===== src/rtl/mcs51_timer_array.sv =====
// mcs51_timer_array: NCH-channel MCS-51 timer/counter on the naive-memory SFR bus.
// Define TIMER_CAPTURE_EN to build mode-11 capture (CAP registers and CF flag).
module mcs51_timer_array #(
   parameter int         NCH       = 2,
   parameter int         WIDTH     = 16,
   parameter int         PRESCALE  = 12,
   parameter logic [7:0] BASE_ADDR = 8'hC0
) (
   input  logic             clk,
   input  logic             reset,
   input  logic             mem_sel,
   input  logic             mem_we_n,
   input  logic             mem_rd_n,
   input  logic             mem_sfr_n,
   input  logic [15:0]      mem_addr,
   input  logic [7:0]       mem_wdata,
   output logic [7:0]       mem_rdata,
   output logic             mem_ready_out,
   input  logic [NCH-1:0]   cnt_in,
   input  logic [NCH-1:0]   gate_in,
   output logic [NCH-1:0]   irq
);
   localparam int NB = WIDTH / 8;

   function automatic logic [WIDTH-1:0] put(input logic [WIDTH-1:0] v, input logic [1:0] b, input logic [7:0] d);
      logic [31:0] t;
      t = 32'(v);
      t[{b, 3'b000} +: 8] = d;
      return t[WIDTH-1:0];
   endfunction

   logic [7:0] pre_q, off, rsel, c8;
   logic tick, acc, hit, wr, rd, rd_acc, unused_hi;
   logic [1:0] chn, ss;
   logic [3:0] rg;
   logic [4:0] bo;
   logic [5:0] cs;
   logic [31:0] s32, r32, p32;
   logic [NCH-1:0] cs1_q, cs2_q, ch_q, gs1_q, gs2_q, cfall;
   logic [NCH-1:0][5:0] ctrl_v;
   logic [NCH-1:0][1:0] stat_v;
   logic [NCH-1:0][7:0] lo_v;
   logic [NCH-1:0][WIDTH-1:0] rl_v, cap_v, sh_v;

   assign tick = pre_q == 8'(PRESCALE - 1);
   assign cfall = ch_q & ~cs2_q;
   assign acc = mem_sel & ~mem_sfr_n;
   assign off = mem_addr[7:0] - BASE_ADDR;
   assign hit = acc & (off < 8'(16 * NCH));
   assign wr = hit & ~mem_we_n;
   assign rd = hit & ~mem_rd_n;
   assign rd_acc = acc & ~mem_rd_n;
   assign chn = off[5:4];
   assign rg = off[3:0];
   assign bo = {rg[1:0], 3'b000};
   assign unused_hi = ^mem_addr[15:8];

   always_ff @(posedge clk) begin
      pre_q <= (reset | tick) ? 8'd0 : pre_q + 8'd1;
      {ch_q, cs2_q, cs1_q} <= reset ? '0 : {cs2_q, cs1_q, cnt_in};
      {gs2_q, gs1_q} <= reset ? '0 : {gs1_q, gate_in};
   end

`ifdef TIMER_CAPTURE_EN
   logic [NCH-1:0] gh_q, gfall;
   assign gfall = gh_q & ~gs2_q;
   always_ff @(posedge clk)
      gh_q <= reset ? '0 : gs2_q;
`endif

   for (genvar g = 0; g < NCH; g++) begin : ch
      logic [5:0] ctrl_q, ctrl_d;
      logic tf_q, tf_d, cf_q, sel, ctrl_wr, stat_wr, cnt_wr, rl_wr, cap_md, en, evt, ovf;
      logic [WIDTH-1:0] cnt_q, cnt_d, rl_q, rl_d, sh_q, cap_q;
      assign sel = chn == 2'(g);
      assign ctrl_wr = wr & sel & (rg == 4'd0);
      assign stat_wr = wr & sel & (rg == 4'd1);
      assign cnt_wr = wr & sel & (rg[3:2] == 2'b01) & (32'(rg[1:0]) < NB);
      assign rl_wr = wr & sel & (rg[3:2] == 2'b10) & (32'(rg[1:0]) < NB);
      assign en = ctrl_q[0] & (cap_md | ~ctrl_q[4] | gs2_q[g]);
      // A CPU write to CNT owns the register this cycle, so the event is dropped
      assign evt = en & (ctrl_q[3] ? cfall[g] : tick) & ~cnt_wr;
      assign ovf = evt & (&cnt_q);
      always_comb begin
         cnt_d = cnt_wr ? put(cnt_q, rg[1:0], mem_wdata) : ovf ? (ctrl_q[2:1] == 2'b01 ? rl_q : '0) : evt ? cnt_q + 1'b1 : cnt_q;
         ctrl_d = ctrl_wr ? mem_wdata[5:0] : (ovf & ctrl_q[2:1] == 2'b10) ? {ctrl_q[5:1], 1'b0} : ctrl_q;
         tf_d = (tf_q & ~(stat_wr & mem_wdata[0])) | ovf;
         rl_d = rl_wr ? put(rl_q, rg[1:0], mem_wdata) : rl_q;
      end
      always_ff @(posedge clk)
         if (reset) begin
            ctrl_q <= '0;
            tf_q <= 1'b0;
            cnt_q <= '0;
            rl_q <= '0;
            sh_q <= '0;
         end else begin
            ctrl_q <= ctrl_d;
            tf_q <= tf_d;
            cnt_q <= cnt_d;
            rl_q <= rl_d;
            if (rd & sel & (rg == 4'd4)) sh_q <= cnt_q;
         end
`ifdef TIMER_CAPTURE_EN
      logic capt;
      assign cap_md = ctrl_q[2:1] == 2'b11;
      assign capt = gfall[g] & ctrl_q[0] & cap_md;
      always_ff @(posedge clk) begin
         cap_q <= reset ? '0 : capt ? cnt_q : cap_q;
         cf_q <= reset ? 1'b0 : (cf_q & ~(stat_wr & mem_wdata[1])) | capt;
      end
`else
      assign cap_md = 1'b0;
      assign cap_q = '0;
      assign cf_q = 1'b0;
`endif
      assign irq[g] = ctrl_q[5] & (tf_q | cf_q);
      assign ctrl_v[g] = ctrl_q;
      assign stat_v[g] = {cf_q, tf_q};
      assign lo_v[g] = cnt_q[7:0];
      assign rl_v[g] = rl_q;
      assign cap_v[g] = cap_q;
      assign sh_v[g] = sh_q;
   end

   always_comb begin
      cs = '0;
      ss = '0;
      c8 = '0;
      s32 = '0;
      r32 = '0;
      p32 = '0;
      for (int i = 0; i < NCH; i++)
         if (chn == 2'(i)) begin
            cs = ctrl_v[i];
            ss = stat_v[i];
            c8 = lo_v[i];
            s32 = 32'(sh_v[i]);
            r32 = 32'(rl_v[i]);
            p32 = 32'(cap_v[i]);
         end
   end

   // Byte 0 of CNT reads live (and snapshots); bytes 1..3 come from the snapshot
   assign rsel = !hit ? 8'h00 :
                 rg[3:2] == 2'b00 ? (rg[1:0] == 2'b00 ? {2'b00, cs} : rg[1:0] == 2'b01 ? {6'b0, ss} : 8'h00) :
                 rg[3:2] == 2'b01 ? (rg[1:0] == 2'b00 ? c8 : s32[bo +: 8]) :
                 rg[3:2] == 2'b10 ? r32[bo +: 8] : p32[bo +: 8];

   always_ff @(posedge clk) begin
      mem_rdata <= reset ? 8'h00 : rd_acc ? rsel : mem_rdata;
      mem_ready_out <= ~reset & rd_acc;
   end
endmodule


===== config.mk =====
export PLATFORM = sky130hd
export DESIGN_NAME = mcs51_timer_array
export DESIGN_NICKNAME = d
export VERILOG_FILES = /design/src/rtl/mcs51_timer_array.sv
export SDC_FILE = /design/constraint.sdc
export NUM_CORES = 1
export LEC_CHECK = 0
export ABC_AREA = 0
export BUFFER_PORTS_ARGS = -buffer_cell sky130_fd_sc_hd__buf_2
export CELL_PAD_IN_SITES_DETAIL_PLACEMENT = 0
export CELL_PAD_IN_SITES_GLOBAL_PLACEMENT = 1
export CORE_MARGIN = 5
export CORE_UTILIZATION = 40
export CTS_CLUSTER_DIAMETER = 200
export CTS_CLUSTER_SIZE = 14
export DETAILED_ROUTE_END_ITERATION = 8
export GPL_ROUTABILITY_DRIVEN = 0
export PLACE_DENSITY_LB_ADDON = 0.2
export SLEW_MARGIN = 20
export SYNTH_ARGS = -nofsm -noshare
export SYNTH_HDL_FRONTEND = slang
export SYNTH_SLANG_ARGS = --single-unit

===== constraint.sdc =====
create_clock -name clk -period 3.3 [get_ports clk]
set_clock_uncertainty 0.05 [all_clocks]
set_input_delay 0.33 -clock clk [delete_from_list [all_inputs] [get_ports clk]]
set_output_delay 0.33 -clock clk [all_outputs]
set_load 0.005 [all_outputs]

# Word level (Yosys, flattened, before mapping)
# Cells that the tools add are included.
classes:
  n_eq_ne: 11
  bitwise: 57
  n_lt_le_gt_ge: 2
  reduce_logical: 10
  addsub: 5
  mux: 35
  n_shift: 5
ops:
  columns: ["cell", "count"]
  rows:
  - ["16-bit 2-to-1 mux", 12]
  - ["32-bit bitwise mux", 4]
  - ["32-bit by 6-bit variable part select with 8-bit output", 2]
  - ["8-bit 2-to-1 mux", 7]
  - ["1-bit AND", 40]
  - ["16-bit by 1-bit adder with 16-bit output, second input constant", 2]
  - ["16-bit AND reduction", 2]
  - ["8-bit by 7-bit variable shift with 32-bit output, first input constant", 1]
  - ["32-bit by 6-bit variable part select with 8-bit output, first input constant", 1]
  - ["8-bit by 7-bit variable part select with 32-bit output", 1]
  - ["6-bit 2-to-1 mux", 5]
  - ["2-bit by 1-bit equality test with 1-bit output, second input constant", 5]
  - ["1-bit inverter", 10]
  - ["8-bit by 1-bit adder with 8-bit output, second input constant", 1]
  - ["8-bit by 4-bit equality test with 1-bit output, second input constant", 1]
  - ["8-bit by 6-bit < comparator with 1-bit output, second input constant", 1]
  - ["8-bit subtractor, second input constant", 1]
  - ["5-bit negation with 7-bit output", 1]
  - ["2-bit equality test, second input constant", 3]
  - ["2-bit zero test", 3]
  - ["1-bit 2-to-1 mux", 6]
  - ["3-bit nonzero test", 2]
  - ["1-bit bitwise OR", 5]
  - ["4-bit by 1-bit equality test with 1-bit output, second input constant", 1]
  - ["other kinds (7)", 8]
word_totals:
  out_inout_bits: 11
  input_bits: 34
  elab_cells: 145
  regBits: 137

# Longest topological paths before layout
# Gate-level depths: netlist of the first run.
depth:
  depth_word: 13
  depth_mapped: 11
  mapped_depth_nobuf: 8

# Least setup slack after synthesis of the first run
# No wires, ideal clock.
synth_path:
  path_kind: "input-to-reg"
  from: "in mem_addr[0]"
  to: "reg ch[1].cnt_q[6]"
  arrival_ps: 2469
  n_path_buf: 2
  stages: 9
  slack_ps: 711
  required_time_ps: 3180
  setup_ps: 70
  path_cell_list: "clkbuf_1 buf_2 inv_1 ha_1 nor3b_1 and2_1 a21oi_1 or2_0 a21oi_1"
synth_between:
  elab_chain_cells: 12
  elab_cells_between_ends: 20
  classes_between: "add/sub: 2; order compare: 2; eq/ne: 2; shift: 2; mux: 3; bitwise: 8; reduce/logical: 1"
synth_rtl:
  columns: ["element", "line_no", "text"]
  rows:
  - ["from (decl)", "15", "input logic [15:0] mem_addr,"]
  - ["8-bit subtractor (*)", "48", "assign off = mem_addr[7:0] - BASE_ADDR;"]
  - ["8-bit by 6-bit < comparator with 1-bit output", "49", "assign hit = acc & (off < 8'(16 * NCH));"]
  - ["1-bit AND", "49", null]
  - ["1-bit AND", "50", "assign wr = hit & ~mem_we_n;"]
  - ["1-bit AND (3 in series)", "78", "assign cnt_wr = wr & sel & (rg[3:2] == 2'b01) & (32'(rg[1:0]) < NB);"]
  - ["1-bit inverter", "82", "assign evt = en & (ctrl_q[3] ? cfall[g] : tick) & ~cnt_wr;"]
  - ["1-bit AND", "82", null]
  - ["1-bit AND", "83", "assign ovf = evt & (&cnt_q);"]
  - ["16-bit 2-to-1 mux (2 in series)", "85", "cnt_d = cnt_wr ? put(cnt_q, rg[1:0], mem_wdata) : ovf ? (ctrl_q[2:1] == 2'b01 ? rl_q : '0) : evt ? cnt_q + 1'b ..."]
  - ["to (signal assigned)", "100", "cnt_q <= cnt_d;"]
  - ["to (decl)", "74", "logic [WIDTH-1:0] cnt_q, cnt_d, rl_q, rl_d, sh_q, cap_q;"]
# Mark *: on every way between the ends. The rest lies on a longest branch, timed or not.
# A chain may end at the register's enable or synchronous reset.

# Worst setup path in the final report of the first run
layout_path:
  from: "reg pre_q[4]"
  to: "reg ch[1].cnt_q[4]"
layout_between:
  elab_chain_cells: 7
  elab_cells_between_ends: 8
  classes_between: "eq/ne: 1; mux: 3; bitwise: 3; reduce/logical: 1"
layout_rtl:
  columns: ["element", "line_no", "text"]
  rows:
  - ["from (decl)", "32", "logic [7:0] pre_q, off, rsel, c8;"]
  - ["from (signal assigned)", "59", "pre_q <= (reset | tick) ? 8'd0 : pre_q + 8'd1;"]
  - ["8-bit by 4-bit equality test with 1-bit output (*)", "45", "assign tick = pre_q == 8'(PRESCALE - 1);"]
  - ["1-bit 2-to-1 mux (*)", "82", null]
  - ["1-bit AND (*) (2 in series)", "82", null]
  - ["1-bit AND", "83", null]
  - ["16-bit 2-to-1 mux (2 in series)", "85", null]
# Marked as above.

==> impl_metrics.ini, run 1 <==
[run_status]
outcome = completed

[cells_and_area]
diodes = 0
final_common_cell = dfxtp_1
nets = 914
fin_util_pct = 47.35
final_cell_area_um2 = 8247
layout-drive-gt1-share_pct = 15.90
final_cell_mix = dfxtp_1, nor2_1, nand2_1, a21oi_1, nand3_1
fin_cells = 1112
syn2layout_area_growth_pct = 15.53

[worst_setup_path]
critical_path.max_fanout = 12
critPathArrivalTime_ps = 3140
cp_top_family = simple AND/OR/NAND/NOR gates
worstPathRequired_ps = 3530
crit_path_end_kind = flip-flop
worstSetupStartpointType = flip-flop
cp_num_buf_inv = 0
slowest_stage = nor3_2
critical-path-max-stage-delay_ps = 770
cp_common_cell = a21oi_1
path_class = flip-flop to flip-flop
cp_cell_sequence = or4_4, o41a_1, nor3_2, a21oi_1, a2bb2oi_1, a21oi_1

[synthesis]
async_flop_share_pct = 0
seq_area_frac_synth_pct = 38.42
synth_edf_count = 0
yosys_register_bits = 137
yosys_warnings = 0
yosysUniqueCellTypes = 75
syn_area_um2 = 7138
synth.net_count = 884
syn_inst = 844
syn_avg_cell_area_um2 = 8.457
synth_ff_type = dfxtp_1

[timing]
timing.final.crit_share_pct = 88.00
fmax_mhz = 344.3
tightest_slew_ps = 929.8
hold_viol_final = 0
drv_slew = 0
relSlewSlack_pct = 37.67
rsz0062_at_grt = no
hold_ws_ps = 63.08
fin_crit_ps = 2904
fin_ws_ps = 395.9
fin_setup_tns_ps = 0
finalSetupViolCount = 0

[global_route]
grt_max_degree = 67
grt_overflow = 0
grt_pass1_vias = 6249
antenna_found_initial = 0
grt_first_pass_wirelength_mm = 36.86
grt_util_all_layers_pct = 23.50

[power]
p_per_area_nw_per_um2 = 481.3
vdd_drop_max_mv = 0.3716
p_int_mw = 3.060
pwr-share-comb_pct = 4.3
fin_total_pwr_mw = 3.969
leakagePower_nw = 2.972
switchingPower_mw = 0.9093
power_frac_clock_pct = 53.7
switching_share_pct = 22.91
power_frac_seq_pct = 42.0

[place]
placed_area_um2 = 7597
placedCellCount = 1080
dpl.hpwl_mm = 18.18
pre_cts_ws_ps = 475.4
io_buffers = 36

[die]
fp.dieW_um = 143.6
start_util_pct = 40.98
io-pin-count = 45
die-area_um2 = 20620
core_um2 = 17420
rows = 48
die_y_um = 143.6

[routing]
dr_total_vias = 6624
ant_nets = 0
wirelength_mm = 24.09
wl_per_cell_um = 21.66
drc = 0
vias_per_cell = 5.957
first_iter_violations = 623
firstDrtPassIters = 6

[worst_hold_path]
hp-class = input port to flip-flop

[clock_tree]
ctsResizeCount = 0
numCtsBuffers = 17
clockBufferDepth = 2
cts_tree = done
clock-sinks = 137
htree_levels = 4
cts.reportedPaths.clkPinSlew_ps = 60
clkLatencyLatePin_ps = 430
post-cts-setup-buffer-count = 0
ctsHoldBuffers = 0
cts_root_buf = clkbuf_16

[run]
drv_cap = 0
==> Yosys cell counts, types with 5 or more instances <==
cell type,n,area [µm²]
and2_1,16,100.1
mux2i_1,24,240.2
and4_1,6,52.55
ha_1,6,75.07
a22o_1,5,43.79
dfxtp_1,137,2743
a211oi_1,12,90.09
nand2_1,85,319.1
nand2b_1,6,37.54
xnor2_1,18,157.7
nand4_1,15,93.84
nor2_1,102,382.9
and3_1,7,43.79
nor3_1,14,70.07
xor2_1,10,87.58
a21oi_1,80,400.4
o22ai_1,11,68.82
inv_1,12,45.04
mux2_2,7,78.83
nor2b_1,19,118.9
o21ai_0,22,110.1
or3_1,5,31.28
clkbuf_1,41,153.9
nand3_1,45,225.2
mux4_2,16,360.4
buf_2,10,50.05
a22oi_1,24,180.2
==> power by group through the flow <==
| stage | clock network [mW] | logic [mW] | registers [mW] |
|---|---|---|---|
| 3_3_place_gp | 0 | 0.167 | 1.70 |
| 2_1_floorplan | 0 | 0.0992 | 1.70 |
| 6_report | 2.13 | 0.171 | 1.67 |
| 4_1_cts | 2.15 | 0.168 | 1.67 |
| 3_5_place_dp | 0 | 0.168 | 1.70 |
| 5_1_grt | 2.22 | 0.182 | 1.67 |
==> sequential cells by signal (all words and copies together), names as in the netlist, 8 cells and up <==
name,count
ch.rl_q,32
ch.cnt_q,32
mem_rdata,8
ch.sh_q,32
pre_q,8
ch.ctrl_q,12
==> routing by layer <==
metal / global-route usage [%] / routed length, µm / up-vias
met4: 7.136 / 459 / 0
li1: - / - / 3134
met3: 4.526 / 1599 / 35
met1: 33.31 / 11100 / 3181
met5: 0 / 0 / -
met2: 36.40 / 10930 / 274
==> cell families after synthesis <==
kind of cell | Yosys count | share of synthesized area, %
AOI/OAI and AO/OA | 200 | 18.19
xor gates and xnor gates | 28 | 3.436
adders and majority gates | 6 | 1.052
buffers and inverters | 66 | 3.751
DFF | 137 | 38.42
muxes | 47 | 9.518
and+or+nand+nor | 360 | 25.63
==> area by class of cell <==
type / instances / area, µm²
repair buffers: 65 / 400.4
fillers: 1695 / 9170
multi-input cells: 641 / 4128
well taps: 225 / 281.5
clock inverters: 14 / 220.2
flip-flops and latches: 137 / 2743
clock buffers: 18 / 429.2
inverters: 12 / 45.04
==> path summary, 6_finish.rpt <==
kind / cells past startpoint / start / to / slack [ps]
worst max-delay path: 6 / pre_q[4] / ch[1].cnt_q[4] / 400
worst max register to register: 6 / pre_q[4] / ch[1].cnt_q[4] / 400
worst min-delay path: 2 / gate_in[1] / gs1_q[1] / 60
worst min register to register: 1 / gs1_q[1] / gs2_q[1] / 390
==> worst reg2reg max path, cell delays in order (launching register included) <==
cell       delay, ps
dfxtp_1          330
or4_4            540
o41a_1           450
nor3_2           770
a21oi_1          290
a2bb2oi_1        240
a21oi_1           80
Power figures use the tool's default switching activity.
==> run 2: changes to the inputs <==
--- a/config.mk
+++ b/config.mk
@@ -15,7 +15,7 @@
 export CTS_CLUSTER_SIZE = 14
 export DETAILED_ROUTE_END_ITERATION = 8
 export GPL_ROUTABILITY_DRIVEN = 0
-export PLACE_DENSITY_LB_ADDON = 0.2
+export PLACE_DENSITY_LB_ADDON = 0.1
 export SLEW_MARGIN = 20
 export SYNTH_ARGS = -nofsm -noshare
 export SYNTH_HDL_FRONTEND = slang
==> run 2 against run 1 <==
  * Design area shrank 0.33%
  * Non-clock buffer count shrank 3
  * Largest cell class unchanged
  * First-iteration DRC count grew 8.0%
  * Cell count shrank 0.27%
  * Wire length shrank 2.1%
  * Global-route usage shrank 0.31 points
==> impl_metrics.ini, run 2 (synthesized netlist as in run 1, its figures left out) <==
[timing]
hold_viol_final = 0
rsz0062_at_grt = no
fmax_mhz = 373.8
hold_ws_ps = 65.43
relSlewSlack_pct = 54.87
fin_setup_tns_ps = 0
timing.final.crit_share_pct = 81.06
fin_crit_ps = 2675
finalSetupViolCount = 0
tightest_slew_ps = 669.8
drv_slew = 0

[worst_hold_path]
min_from = gate_in[0]
holdPathEnd = gs1_q[0]
hold_depth = 2
hp-class = input port to flip-flop

[cells_and_area]
final_cell_area_um2 = 8219
biggestRegsByFlops = ch.cnt_q (32), ch.rl_q (32), ch.sh_q (32)
layout-drive-gt1-share_pct = 15.72
final_common_cell = dfxtp_1
diodes = 0
final_cell_mix = dfxtp_1, nor2_1, nand2_1, a21oi_1, nand3_1
fin_cells = 1109
nets = 911
syn2layout_area_growth_pct = 15.14

[die]
start_util_pct = 40.98
io-pin-count = 45
die-area_um2 = 20620
fp.dieW_um = 143.6
core_um2 = 17420
rows = 48
die_y_um = 143.6

[clock_tree]
post-cts-setup-buffer-count = 0
cts_root_buf = clkbuf_16
htree_levels = 4
cts.reportedPaths.clkPinSlew_ps = 60
ctsResizeCount = 0
cts_tree = done
ctsHoldBuffers = 0
clockBufferDepth = 2
clkLatencyLatePin_ps = 420
numCtsBuffers = 17
clock-sinks = 137

[routing]
first_iter_violations = 673
wirelength_mm = 23.58
drc = 0
dr_total_vias = 6538
wl_per_cell_um = 21.27
firstDrtPassIters = 6
vias_per_cell = 5.895
ant_nets = 0

[worst_setup_path]
r2r_end = ch[0].cnt_q[4]
ff2ff_path_depth = 7
worstPathRequired_ps = 3570
worstSetupStartpointType = flip-flop
cp_num_buf_inv = 1
cp_cell_sequence = or4_4, or3_4, a211oi_1, buf_4, and2_1, nand2_1, a211oi_1
path_class = flip-flop to flip-flop
cp_top_family = simple AND/OR/NAND/NOR gates
crit_path_end_kind = flip-flop
cp_common_cell = a211oi_1
slowest_stage = or4_4
critPathArrivalTime_ps = 2940
critical_path.max_fanout = 9
critical-path-max-stage-delay_ps = 540
reg2reg_from = pre_q[4]
ff2ff_setup_slack_ps = 630

[place]
placedCellCount = 1077
dpl.hpwl_mm = 17.79
placed_area_um2 = 7575
io_buffers = 36

[power]
vdd_drop_max_mv = 0.3492
leakagePower_nw = 2.948
p_per_area_nw_per_um2 = 478.7

[run_status]
outcome = completed

[global_route]
grt_max_degree = 52
antenna_found_initial = 0
grt_overflow = 0
grt_pass1_vias = 6202
grt_first_pass_wirelength_mm = 36.31
grt_util_all_layers_pct = 23.19

[run]
drv_cap = 0
==> run 2: how the worst max path moves through the flow <==
stage | startpoint | to | cells after the start
3_5_place_dp | pre_q[4] | ch[0].cnt_q[4] | 7
6_report | pre_q[4] | ch[0].cnt_q[4] | 7
5_1_grt | pre_q[4] | ch[0].cnt_q[4] | 7
2_1_floorplan | mem_addr[0] | ch[1].cnt_q[6] | 9
3_3_place_gp | pre_q[4] | ch[0].cnt_q[6] | 7
4_1_cts | pre_q[4] | ch[0].cnt_q[4] | 7
==> run 2: worst register-to-register path: cells and delay by family, from the launching register on <==
kind	cells	cell delay [ps]
AO/OA/AOI/OAI	2	680
flip-flops	1	340
buffers and inverters	1	250
AND/OR/NAND/NOR	4	1260
==> run 2: where the power goes <==
group / internal, mW / switching (mW) / leakage [nW]
Clock: 1.31 / 0.790 / 0.306
Combinational: 0.0507 / 0.114 / 1.54
Sequential: 1.66 / 0.00470 / 1.11
==> run 2: through the flow <==
| stage | utilization (%) | power (mW) | setup WS, ps |
|---|---|---|---|
| 2_1_floorplan | - | 1.802 | 710.7 |
| 3_3_place_gp | 43.49 | 1.865 | 734.2 |
| 3_5_place_dp | 43.49 | 1.867 | 715.5 |
| 4_1_cts | 47.19 | 3.959 | 634.6 |
| 5_1_grt | 47.19 | 4.050 | 503.3 |
| 6_report | 47.19 | 3.934 | 625.1 |
==> run 2: final cells by class <==
class | count | area, µm²
multi-input cells | 641 | 4128
flip-flops and latches | 137 | 2743
well taps | 225 | 281.5
clock inverters | 13 | 191.4
inverters | 12 | 45.04
repair buffers | 62 | 377.9
fillers | 1722 | 9198
clock buffers | 19 | 452.9
==> run 2: layer usage <==
metal | part of all wire [%] | global-route usage (%) | vias to the layer above
met4 | 3.2 | 8.672 | 0
met3 | 7.8 | 6.323 | 51
met5 | 0 | 0 | -
met2 | 45 | 34.43 | 259
li1 | - | - | 3134
met1 | 44 | 32.29 | 3094
==> run 3: changes to the inputs <==
==> constraint.sdc (replaced) <==
create_clock -name clk -period 2.4 [get_ports clk]
set_clock_uncertainty 0.05 [all_clocks]
set_input_delay 0.24 -clock clk [delete_from_list [all_inputs] [get_ports clk]]
set_output_delay 0.24 -clock clk [all_outputs]
set_load 0.005 [all_outputs]
==> run 3 against run 2 <==
  * Cell count rose by 5.0%
  * Setup slack lost 590 ps
  * Clock-buffer cell count shrank 2
  * Die area is the same
  * Global-route usage up 1.3 points
  * Hold slack got worse by 9.5 ps
==> impl_metrics.ini, run 3 (synthesized netlist as in run 1, its figures left out) <==
[run_status]
outcome = completed

[power]
p_int_mw = 4.027
power_frac_clock_pct = 52.3
switching_share_pct = 24.20
switchingPower_mw = 1.286
p_per_area_nw_per_um2 = 610.8
fin_total_pwr_mw = 5.313
leakagePower_nw = 3.250
pwr-share-comb_pct = 4.6
power_frac_seq_pct = 43.1
vdd_drop_max_mv = 0.6919

[worst_setup_path]
critical_path.max_fanout = 7
critPathArrivalTime_ps = 2620
worstSetupStartpointType = flip-flop
crit_path_end_kind = flip-flop
critical-path-max-stage-delay_ps = 520
path_class = flip-flop to flip-flop
slowest_stage = or4_4
worstPathRequired_ps = 2660
cp_cell_sequence = or4_4, or3_4, a211o_4, nand2_2, nor2_1, a2111oi_1
cp_top_family = simple AND/OR/NAND/NOR gates
cp_num_buf_inv = 0

[cells_and_area]
final_cell_mix = dfxtp_1, nor2_1, nand2_1, a21oi_1, buf_4
fin_cells = 1164
multi_input_area_um2 = 4188
syn2layout_area_growth_pct = 21.86
diodes = 0
fin_util_pct = 49.94
nFillCells = 1687
layout-drive-gt1-share_pct = 21.30
final_common_cell = dfxtp_1
biggestRegsByFlops = ch.cnt_q (32), ch.rl_q (32), ch.sh_q (32)
seq_area_um2 = 2744
nets = 966

[timing]
fin_setup_tns_ps = 0
drv_slew = 0
finalSetupViolCount = 0
fin_crit_ps = 2361
timing.final.crit_share_pct = 98.37
rsz0062_at_grt = yes
tightest_slew_ps = 620.4
fmax_mhz = 423.6
hold_ws_ps = 55.97
hold_viol_final = 0
relSlewSlack_pct = 58.64

[clock_tree]
cts.reportedPaths.clkPinSlew_ps = 60
clockBufferDepth = 2
cts_tree = done
numCtsBuffers = 17
clkLatencyLatePin_ps = 430
clock-sinks = 137
cts_root_buf = clkbuf_16
htree_levels = 4

[die]
fp.dieW_um = 143.6
start_util_pct = 40.98
die_y_um = 143.6
core_um2 = 17420
rows = 48
io-pin-count = 45
die-area_um2 = 20620

[routing]
wl_per_cell_um = 21.25
drc = 0
dr_total_vias = 6847
ant_nets = 0
firstDrtPassIters = 7
wirelength_mm = 24.74
vias_per_cell = 5.882
first_iter_violations = 669

[place]
dpl.hpwl_mm = 18.99
io_buffers = 36
placedCellCount = 1127

[worst_hold_path]
hp-class = input port to flip-flop

[global_route]
antenna_found_initial = 0
grt_max_degree = 54
grt_overflow = 0
grt_pass1_vias = 6508
grt_first_pass_wirelength_mm = 38.30
grt_util_all_layers_pct = 24.46

[run]
drv_cap = 0
==> run 3: cell type report <==
| class | count | area share (%) |
|---|---|---|
| Clock inverter | 15 | 2.186 |
| Timing Repair Buffer | 117 | 9.479 |
| Tap cell | 225 | 3.236 |
| Inverter | 12 | 0.5178 |
| Clock buffer | 17 | 4.891 |
| Sequential cell | 137 | 31.54 |
| Multi-Input combinational cell | 641 | 48.14 |
==> run 3: per-layer routing <==
metal	global-route usage (%)	up-vias	share of wire, %
met5	0	-	0
met4	6.987	0	1.9
met3	4.759	42	5.7
met2	37.93	235	47
met1	34.78	3327	46
li1	-	3243	-
==> run 3: power groups by stage <==
stage                     registers (mW)  clock network (mW)  logic (mW)
after floorplan                     2.34                   0       0.137
after global placement              2.34                   0       0.232
after detailed placement            2.34                   0       0.234
after CTS                           2.29                2.81       0.240
after global routing                2.29                2.93       0.262
final                               2.29                2.78       0.243
==> run 3: stage by stage <==
| step | setup slack (ps) | area, µm² |
|---|---|---|
| floorplan | 85.38 | 7139 |
| global placement | -29.94 | 7963 |
| detailed placement | -71.94 | 7963 |
| CTS | 38.18 | 8655 |
| global route | -35.45 | 8698 |
| finish | 39.11 | 8698 |
==> run 3: repair_timing <==
action                                  CTS  global route
resized for setup                         7             9
cloned                                    0             0
pin swaps                                 1             2
hold endpoints to repair                  4             0
buffers inserted                          0             1
hold buffers                              4             0
endpoints found under the setup margin   13            14
==> run 3: path summary, 6_finish.rpt <==
check | from | end | slack, ps | cells past startpoint
min reg2reg | gs1_q[0] | gs2_q[0] | 390 | 1
max | pre_q[4] | ch[0].cnt_q[14] | 40 | 6
min | mem_wdata[2] | ch[0].ctrl_q[2] | 60 | 3
max reg2reg | pre_q[4] | ch[0].cnt_q[14] | 40 | 6
==> run 3: worst min-delay path, cell delays in order <==
cell     delay [ps]
buf_2           130
nand2_1          60
a21oi_1          50
